## src/rtl/comb_sweep_sequencer_if.sv

```systemverilog
// Result-record stream between the sweep sequencer and the results checker.
// The master side (sequencer) presents one record per swept vector and holds
// it until the slave side accepts it with res_ready.
interface comb_sweep_sequencer_if #(
  parameter int IN_W  = 4,
  parameter int OUT_W = 3
);
  logic             res_valid;
  logic             res_ready;
  logic [IN_W-1:0]  res_vec;
  logic [OUT_W-1:0] res_out;
  logic             res_unstable;

  modport master (
    output res_valid,
    output res_vec,
    output res_out,
    output res_unstable,
    input  res_ready
  );

  modport slave (
    input  res_valid,
    input  res_vec,
    input  res_out,
    input  res_unstable,
    output res_ready
  );
endinterface

```

## src/rtl/comb_sweep_sequencer.sv

```systemverilog
// Exhaustive input sweep sequencer for a small combinational netlist.
// Each vector is driven, held for SETTLE_CYC cycles, then sampled on
// STABLE_CYC consecutive cycles. Any change between samples marks the vector
// unstable (oscillating). One record per vector leaves on the result stream.
module comb_sweep_sequencer #(
  parameter int IN_W       = 4,
  parameter int OUT_W      = 3,
  parameter int SETTLE_CYC = 4,
  parameter int STABLE_CYC = 3
) (
  input  logic                  clk,
  input  logic                  rst,
  input  logic                  start_i,
  input  logic                  abort_i,
  output logic [IN_W-1:0]       dut_in_o,
  output logic                  dut_oe_o,
  input  logic [OUT_W-1:0]      dut_out_i,
  comb_sweep_sequencer_if.master res_if,
  output logic                  busy_o,
  output logic                  done_o,
  output logic [IN_W:0]         unstable_cnt_o
);

  // One shared down-counter serves both the settle and the sample phases.
  localparam int MAX_CYC = (SETTLE_CYC > STABLE_CYC) ? SETTLE_CYC : STABLE_CYC;
  localparam int TW      = (MAX_CYC > 1) ? $clog2(MAX_CYC) : 1;

  localparam logic [TW-1:0]   SETTLE_LOAD = TW'(SETTLE_CYC - 1);
  localparam logic [TW-1:0]   STABLE_LOAD = TW'(STABLE_CYC - 1);
  localparam logic [TW-1:0]   TIMER_ZERO  = {TW{1'b0}};
  localparam logic [TW-1:0]   TIMER_ONE   = TW'(1);
  localparam logic [IN_W-1:0] LAST_VEC    = {IN_W{1'b1}};
  localparam logic [IN_W-1:0] VEC_ONE     = IN_W'(1);

  typedef enum logic [2:0] {
    S_IDLE   = 3'd0,
    S_SETTLE = 3'd1,
    S_SAMPLE = 3'd2,
    S_EMIT   = 3'd3,
    S_DONE   = 3'd4
  } state_t;

  state_t            state_q, state_d;
  logic [TW-1:0]     timer_q, timer_d;
  logic [IN_W-1:0]   vec_q, vec_d;
  logic [OUT_W-1:0]  ref_q, ref_d;
  logic              unst_q, unst_d;
  logic [IN_W:0]     cnt_q, cnt_d;
  logic              valid_q, valid_d;
  logic              oe_q, oe_d;
  logic              busy_q, busy_d;
  logic              done_q, done_d;
  logic              xfer_s;

  assign xfer_s = valid_q & res_if.res_ready;

  // Next-state and output decode; abort overrides everything outside IDLE.
  always_comb begin
    state_d = state_q;
    timer_d = timer_q;
    vec_d   = vec_q;
    ref_d   = ref_q;
    unst_d  = unst_q;
    cnt_d   = cnt_q;
    valid_d = valid_q;
    oe_d    = oe_q;
    busy_d  = busy_q;
    done_d  = 1'b0;

    if (abort_i && (state_q != S_IDLE)) begin
      state_d = S_IDLE;
      valid_d = 1'b0;
      oe_d    = 1'b0;
      busy_d  = 1'b0;
    end else begin
      case (state_q)
        S_IDLE: begin
          if (start_i && !abort_i) begin
            vec_d   = {IN_W{1'b0}};
            timer_d = SETTLE_LOAD;
            oe_d    = 1'b1;
            busy_d  = 1'b1;
            cnt_d   = {(IN_W+1){1'b0}};
            state_d = S_SETTLE;
          end else begin
            state_d = S_IDLE;
          end
        end
        S_SETTLE: begin
          if (timer_q == TIMER_ZERO) begin
            timer_d = STABLE_LOAD;
            state_d = S_SAMPLE;
          end else begin
            timer_d = timer_q - TIMER_ONE;
          end
        end
        S_SAMPLE: begin
          // The first sample becomes the reference; later ones are compared.
          if (timer_q == STABLE_LOAD) begin
            ref_d  = dut_out_i;
            unst_d = 1'b0;
          end else if (dut_out_i != ref_q) begin
            unst_d = 1'b1;
          end else begin
            unst_d = unst_q;
          end
          if (timer_q == TIMER_ZERO) begin
            valid_d = 1'b1;
            state_d = S_EMIT;
          end else begin
            timer_d = timer_q - TIMER_ONE;
          end
        end
        S_EMIT: begin
          // Record stays frozen until accepted; no sampling while stalled.
          if (xfer_s) begin
            valid_d = 1'b0;
            cnt_d   = cnt_q + {{IN_W{1'b0}}, unst_q};
            if (vec_q == LAST_VEC) begin
              done_d  = 1'b1;
              oe_d    = 1'b0;
              busy_d  = 1'b0;
              state_d = S_DONE;
            end else begin
              vec_d   = vec_q + VEC_ONE;
              timer_d = SETTLE_LOAD;
              state_d = S_SETTLE;
            end
          end else begin
            state_d = S_EMIT;
          end
        end
        S_DONE: begin
          state_d = S_IDLE;
        end
        default: begin
          state_d = S_IDLE;
          valid_d = 1'b0;
          oe_d    = 1'b0;
          busy_d  = 1'b0;
        end
      endcase
    end
  end

  // State and datapath registers with synchronous reset.
  always_ff @(posedge clk) begin
    if (rst) begin
      state_q <= S_IDLE;
      timer_q <= {TW{1'b0}};
      vec_q   <= {IN_W{1'b0}};
      ref_q   <= {OUT_W{1'b0}};
      unst_q  <= 1'b0;
      cnt_q   <= {(IN_W+1){1'b0}};
      valid_q <= 1'b0;
      oe_q    <= 1'b0;
      busy_q  <= 1'b0;
      done_q  <= 1'b0;
    end else begin
      state_q <= state_d;
      timer_q <= timer_d;
      vec_q   <= vec_d;
      ref_q   <= ref_d;
      unst_q  <= unst_d;
      cnt_q   <= cnt_d;
      valid_q <= valid_d;
      oe_q    <= oe_d;
      busy_q  <= busy_d;
      done_q  <= done_d;
    end
  end

  assign dut_in_o            = vec_q;
  assign dut_oe_o            = oe_q;
  assign busy_o              = busy_q;
  assign done_o              = done_q;
  assign unstable_cnt_o      = cnt_q;
  assign res_if.res_valid    = valid_q;
  assign res_if.res_vec      = vec_q;
  assign res_if.res_out      = ref_q;
  assign res_if.res_unstable = unst_q;

endmodule
```

## src/flat_wrapper.sv

```systemverilog
// flat-port wrapper written by rule: the top's interface ports become plain ports
module comb_sweep_sequencer_flat 
#(
  parameter int IN_W       = 4,
  parameter int OUT_W      = 3,
  parameter int SETTLE_CYC = 4,
  parameter int STABLE_CYC = 3
)
  (clk, rst, start_i, abort_i, dut_in_o, dut_oe_o, dut_out_i, busy_o, done_o, unstable_cnt_o, res_if_res_valid, res_if_res_vec, res_if_res_out, res_if_res_unstable, res_if_res_ready);
  comb_sweep_sequencer_if #(.IN_W(IN_W), .OUT_W(OUT_W)) res_if_i ();
  input  logic clk;
  input  logic rst;
  input  logic start_i;
  input  logic abort_i;
  output logic [IN_W-1:0] dut_in_o;
  output logic dut_oe_o;
  input  logic [OUT_W-1:0] dut_out_i;
  output logic busy_o;
  output logic done_o;
  output logic [IN_W:0] unstable_cnt_o;
  output wire logic [$bits(res_if_i.res_valid)-1:0] res_if_res_valid;
  output wire logic [$bits(res_if_i.res_vec)-1:0] res_if_res_vec;
  output wire logic [$bits(res_if_i.res_out)-1:0] res_if_res_out;
  output wire logic [$bits(res_if_i.res_unstable)-1:0] res_if_res_unstable;
  input wire logic [$bits(res_if_i.res_ready)-1:0] res_if_res_ready;
  assign res_if_res_valid = res_if_i.res_valid;
  assign res_if_res_vec = res_if_i.res_vec;
  assign res_if_res_out = res_if_i.res_out;
  assign res_if_res_unstable = res_if_i.res_unstable;
  assign res_if_i.res_ready = res_if_res_ready;
  comb_sweep_sequencer #(.IN_W(IN_W), .OUT_W(OUT_W), .SETTLE_CYC(SETTLE_CYC), .STABLE_CYC(STABLE_CYC)) u_core (.clk(clk), .rst(rst), .start_i(start_i), .abort_i(abort_i), .dut_in_o(dut_in_o), .dut_oe_o(dut_oe_o), .dut_out_i(dut_out_i), .res_if(res_if_i), .busy_o(busy_o), .done_o(done_o), .unstable_cnt_o(unstable_cnt_o));
endmodule
```

## config.mk

```make
export PLATFORM = sky130hd
export DESIGN_NAME = comb_sweep_sequencer_flat
export DESIGN_NICKNAME = d
export VERILOG_FILES = /design/src/rtl/comb_sweep_sequencer_if.sv /design/src/rtl/comb_sweep_sequencer.sv /design/src/flat_wrapper.sv
export SDC_FILE = /design/constraint.sdc
export NUM_CORES = 1
export LEC_CHECK = 0
export ABC_AREA = 1
export CORE_UTILIZATION = 49
export CTS_BUF_LIST = sky130_fd_sc_hd__clkbuf_8 sky130_fd_sc_hd__clkbuf_16
export CTS_CLUSTER_SIZE = 14
export DETAILED_ROUTE_END_ITERATION = 6
export GPL_TIMING_DRIVEN = 1
export HOLD_SLACK_MARGIN = 0.15
export PLACE_DENSITY = 0.75
export SETUP_SLACK_MARGIN = 0.02
export SLEW_MARGIN = 0
export SYNTH_ARGS = -nofsm -noshare
export SYNTH_HDL_FRONTEND = slang
export SYNTH_SLANG_ARGS = --single-unit
export TNS_END_PERCENT = 1
```

## constraint.sdc

```tcl
create_clock -name clk -period 1.6 [get_ports clk]
set_clock_uncertainty 0.1 [all_clocks]
set_input_delay 0.32 -clock clk [delete_from_list [all_inputs] [get_ports clk]]
set_output_delay 0.32 -clock clk [all_outputs]
set_load 0.01 [all_outputs]
```

==> impl_summary.txt <==
----------------------------------------------------
[Timing]
  Upper clock frequency limit ... 0.662 GHz
  Relative slew slack ... 0.843
  Worst slew pin tran ... between 0.2 and 0.25 ns
  Worst hold margin ... approximately 0.40 ns
  Number of failing hold endpoints at the final stage ... 0
  Final slew viol count ... 0
  Ratio of final minimum period to clock period ... 0.944
  Endpoints failing setup ... 0
  Minimum clock period ... around 1.5 ns
  Total Negative Setup Slacks ... 0 ns
  Post-layout worst setup margin ... ~0.09 ns
  Setup repair after global routing missed its margin ... yes

[Logic synthesis]
  Total of warnings raised by yosys ... 0
  Synthesized net count ... between 150 and 200
  Register area share after synthesis ... 0.328
  Post-Synth XOR/XNOR Area ... 0.0411
  Cell count after synthesis ... 179
  Synth cell types ... 27
  Cell area after synthesis ... approximately 1300 um2
  Post-Syn Area per Cell ... 7.15 um2
  Share of synthesized area spent on multiplexers ... 0
  Number of storage elements in the synthesis netlist ... 21
  Post-synthesis share of cell area spent on and, or, nand and nor gates ... 0.401
  Compound-Gate Fraction of Synth Area ... 0.102
  Post-Synth Adder-Cell Area ... 0.0489
  Main combinational cell family by area after synthesis ... simple AND/OR/NAND/NOR gates

[Clock network]
  Number of levels the H-tree was split into ... 1
  Num CTS Buffers ... 3
  TritonCTS clock tree ... yes
  Clk buf depth ... 2
  Number of hold buffers added after cts ... 0
  Sink count of the clock tree ... 21
  Clock latency on the worst-skew pair ... between 0.2 and 0.3 ns
  Library cell used as clock root buffer ... clkbuf_8
  Clock-pin transition on the worst setup and hold timing paths ... ~0.080 ns

[Worst setup path]
  R2R setup slack ... 0.14 ns
  Arrival time reported for the critical path endpoint ... around 1.1 ns
  Critical Path Start ... u_core.done_o$_SDFF_PP0_
  Type of element launching the critical path ... flop
  Ordered list of cells on the worst path ... clkdlybuf4s50_1
  Slowest-stage cell, CP ... clkdlybuf4s50_1
  Data required time of the critical path ... 1.18 ns
  Reg-to-Reg End ... u_core.unstable_cnt_o[2]$_SDFFE_PP0P_
  Worst R2R Path Depth ... 7
  Kind of cell with the highest combined delay on the critical path ... buffers and inverters
  Worst setup path endpoint ... done_o
  Slowest Stage Delay on Critical Path ... ~0.52 ns
  Beginning of the worst register-to-register path ... u_core.state_q[2]$_SDFFE_PP0P_
  Endpoint kind of the worst setup timing path ... output port
  Depth of the critical timing path with buffers and inverters included ... 1
  CP Max Fanout ... 1
  Buffers & Inverters on Critical Path ... 1
  Kind of critical path ... flop to output port

[Layout]
  Final #Nets ... 230
  Commonest cells after routing, fill and taps aside ... nand2_1 (30), nor2_1 (29), nand3_1 (19), dlygate4sd2_1 (19), dfxtp_1 (16)
  Most common cell after layout, fill and taps aside ... nand2_1
  Sequential cell area in the final layout ... roughly 430 um2
  Layout cell share with drive strength beyond 1 ... 0.194
  Area of the multi-input gates ... 776 um2
  Synth-to-Final Area Change ... 32.1%
  Number of filler cells placed in the layout ... around 220
  Diodes inserted ... 0
  Share of the core filled with cells ... 0.682

[Pwr]
  Combinational power share ... 0.479
  Sw Share ... 0.441
  Int Power ... roughly 1.2 mW
  Power density over the cells ... approximately 1300 nW/um2
  Register share of total power ... 0.354
  Portion of total power attributed to the clock network ... 0.167
  Net switching component of the power ... ~940 uW
  Maximum VDD drop ... just over 0.001 V
  Pleak ... ~0.8 nW
  Overall power consumption ... between 2 and 2.5 mW

[Routing]
  Via count ... roughly 1.3k
  Post-DR wirelength/cell ... 12.3 um
  Ratio of routed vias to standard cells ... ~5.3
  Number of violations reported at the end of detailed-routing iteration 0 ... 21
  DRC violations left ... 0
  Post-route antenna net violation count ... 0
  Routed WL ... 3030 um
  Number of detailed-route iterations in the first pass ... 4

[Floorplan]
  I/O pins ... 29
  Initial core utilization ... 0.517
  Core Area ... roughly 2500 um2
  DIE AREA ... ~2800 um2
  Row count ... 18
  Height of the die ... roughly 53 um
  Die Width ... about 53 um

[Place]
  Half-perimeter wire length of the detailed placement result ... around 2400 um
  Pre-CTS setup slack ... -0.192 ns
  Routability congestion estimate from global placement ... roughly 0.87
  Count of buffers from port buffering ... 28

[Global route]
  Number of global-route vias before repair ... around 1.2k
  Total track usage ... 0.242
  Pin count of the biggest net entering global routing ... 13
  Wire length of the first global-routing pass ... ~5100 um
  GR Overflow Total ... 0
  Number of antenna violations at the first check in global routing ... 0

[Flow run]
  Max_cap viols ... 0

[Run status]
  Status ... complete, no violations

[Min path]
  Hold Crit Class ... flop to flop

----------------------------------------------------
worst min path at each step:
stage                                            end  depth (start not counted)  slack, ns                             startpoint
5_1_grt        u_core.res_if.res_out[1]$_SDFFE_PP0P_                          2       0.42  u_core.res_if.res_out[1]$_SDFFE_PP0P_
4_1_cts        u_core.res_if.res_out[0]$_SDFFE_PP0P_                          2       0.40  u_core.res_if.res_out[0]$_SDFFE_PP0P_
3_5_place_dp   u_core.res_if.res_out[0]$_SDFFE_PP0P_                          2       0.39  u_core.res_if.res_out[0]$_SDFFE_PP0P_
6_report       u_core.res_if.res_out[0]$_SDFFE_PP0P_                          2       0.40  u_core.res_if.res_out[0]$_SDFFE_PP0P_
3_3_place_gp   u_core.res_if.res_out[0]$_SDFFE_PP0P_                          2       0.38  u_core.res_if.res_out[0]$_SDFFE_PP0P_
2_1_floorplan         u_core.timer_q[1]$_SDFFE_PP0P_                          2       0.37         u_core.timer_q[1]$_SDFFE_PP0P_
flip-flops by register name, summed over array words and instances (netlist names):
signal and flops:
u_core.timer_q 2, u_core.res_if.res_out 3, u_core.done_o 1, u_core.busy_o 1, u_core.res_if.res_valid 1, u_core.unstable_cnt_o 5, u_core.state_q 3, u_core.res_if.res_unstable 1
u_core.dut_in_o 4
cell families after synthesis:
kind of cell             count (synthesis)
buffers and inverters                   22
XOR/XNOR                                 6
AND/OR/NAND/NOR                        103
AO/OA/AOI/OAI                           22
flip-flops                              21
adder cells (fa/ha/maj)                  5
tightest hold or removal path: cells and delay by family (launching register included):
family | cells | cell delay (ns)
simple gates | 1 | 0.07
flops | 1 | 0.33
compound gates | 1 | 0.05
cell type report:
| type | count | share of cell area |
|---|---|---|
| clock inverters | 1 | 0.00296 |
| well taps | 30 | 0.0222 |
| flip-flops and latches | 21 | 0.254 |
| inverters | 16 | 0.0355 |
| clock buffers | 3 | 0.0244 |
| repair buffers | 39 | 0.202 |
| multi-input cells | 136 | 0.459 |
synthesized netlist by cell type (all sizes together):
library cell  number  area, um2
buf                6       41.3
ha                 5       62.6
a22oi              2       15.0
xor2               2       17.5
nand2             39        171
nor2              32        139
nor3b              1       7.51
nand3b             1       7.51
nand4              4       25.0
dfxtp             21        420
nand3             24        153
nor3               2       10.0
o21ai              6       33.8
xnor2              4       35.0
a21oi             14       81.3
inv               16       60.1
power by group through the flow:
stage               registers (mW)  logic (mW)  clock network, mW
floorplan                    0.741       0.714                  0
global placement             0.738       0.994                  0
detailed placement           0.744        1.03                  0
CTS                          0.734       0.993              0.365
global route                 0.770        1.16              0.385
finish                       0.753        1.02              0.356
through the flow:
step / area, um2 / instances
global placement: 1640 / 242
global route: 1690 / 246
floorplan: 1280 / 179
detailed placement: 1640 / 242
CTS: 1670 / 246
finish: 1690 / 246
metal layers:
layer	GRT usage	part of all wire	vias up
li1	-	-	657
met1	0.294	0.44	608
met2	0.443	0.51	33
met3	0.0172	0.036	6
met4	0.0789	0.017	0
met5	0	0	-
repair_timing:
action / CTS / global route
setup endpoints to repair: 19 / 10
resized for setup: 22 / 9
setup buffers: 0 / 0
pin swaps: 0 / 1
No activity file was read; power rests on OpenSTA's default activity.
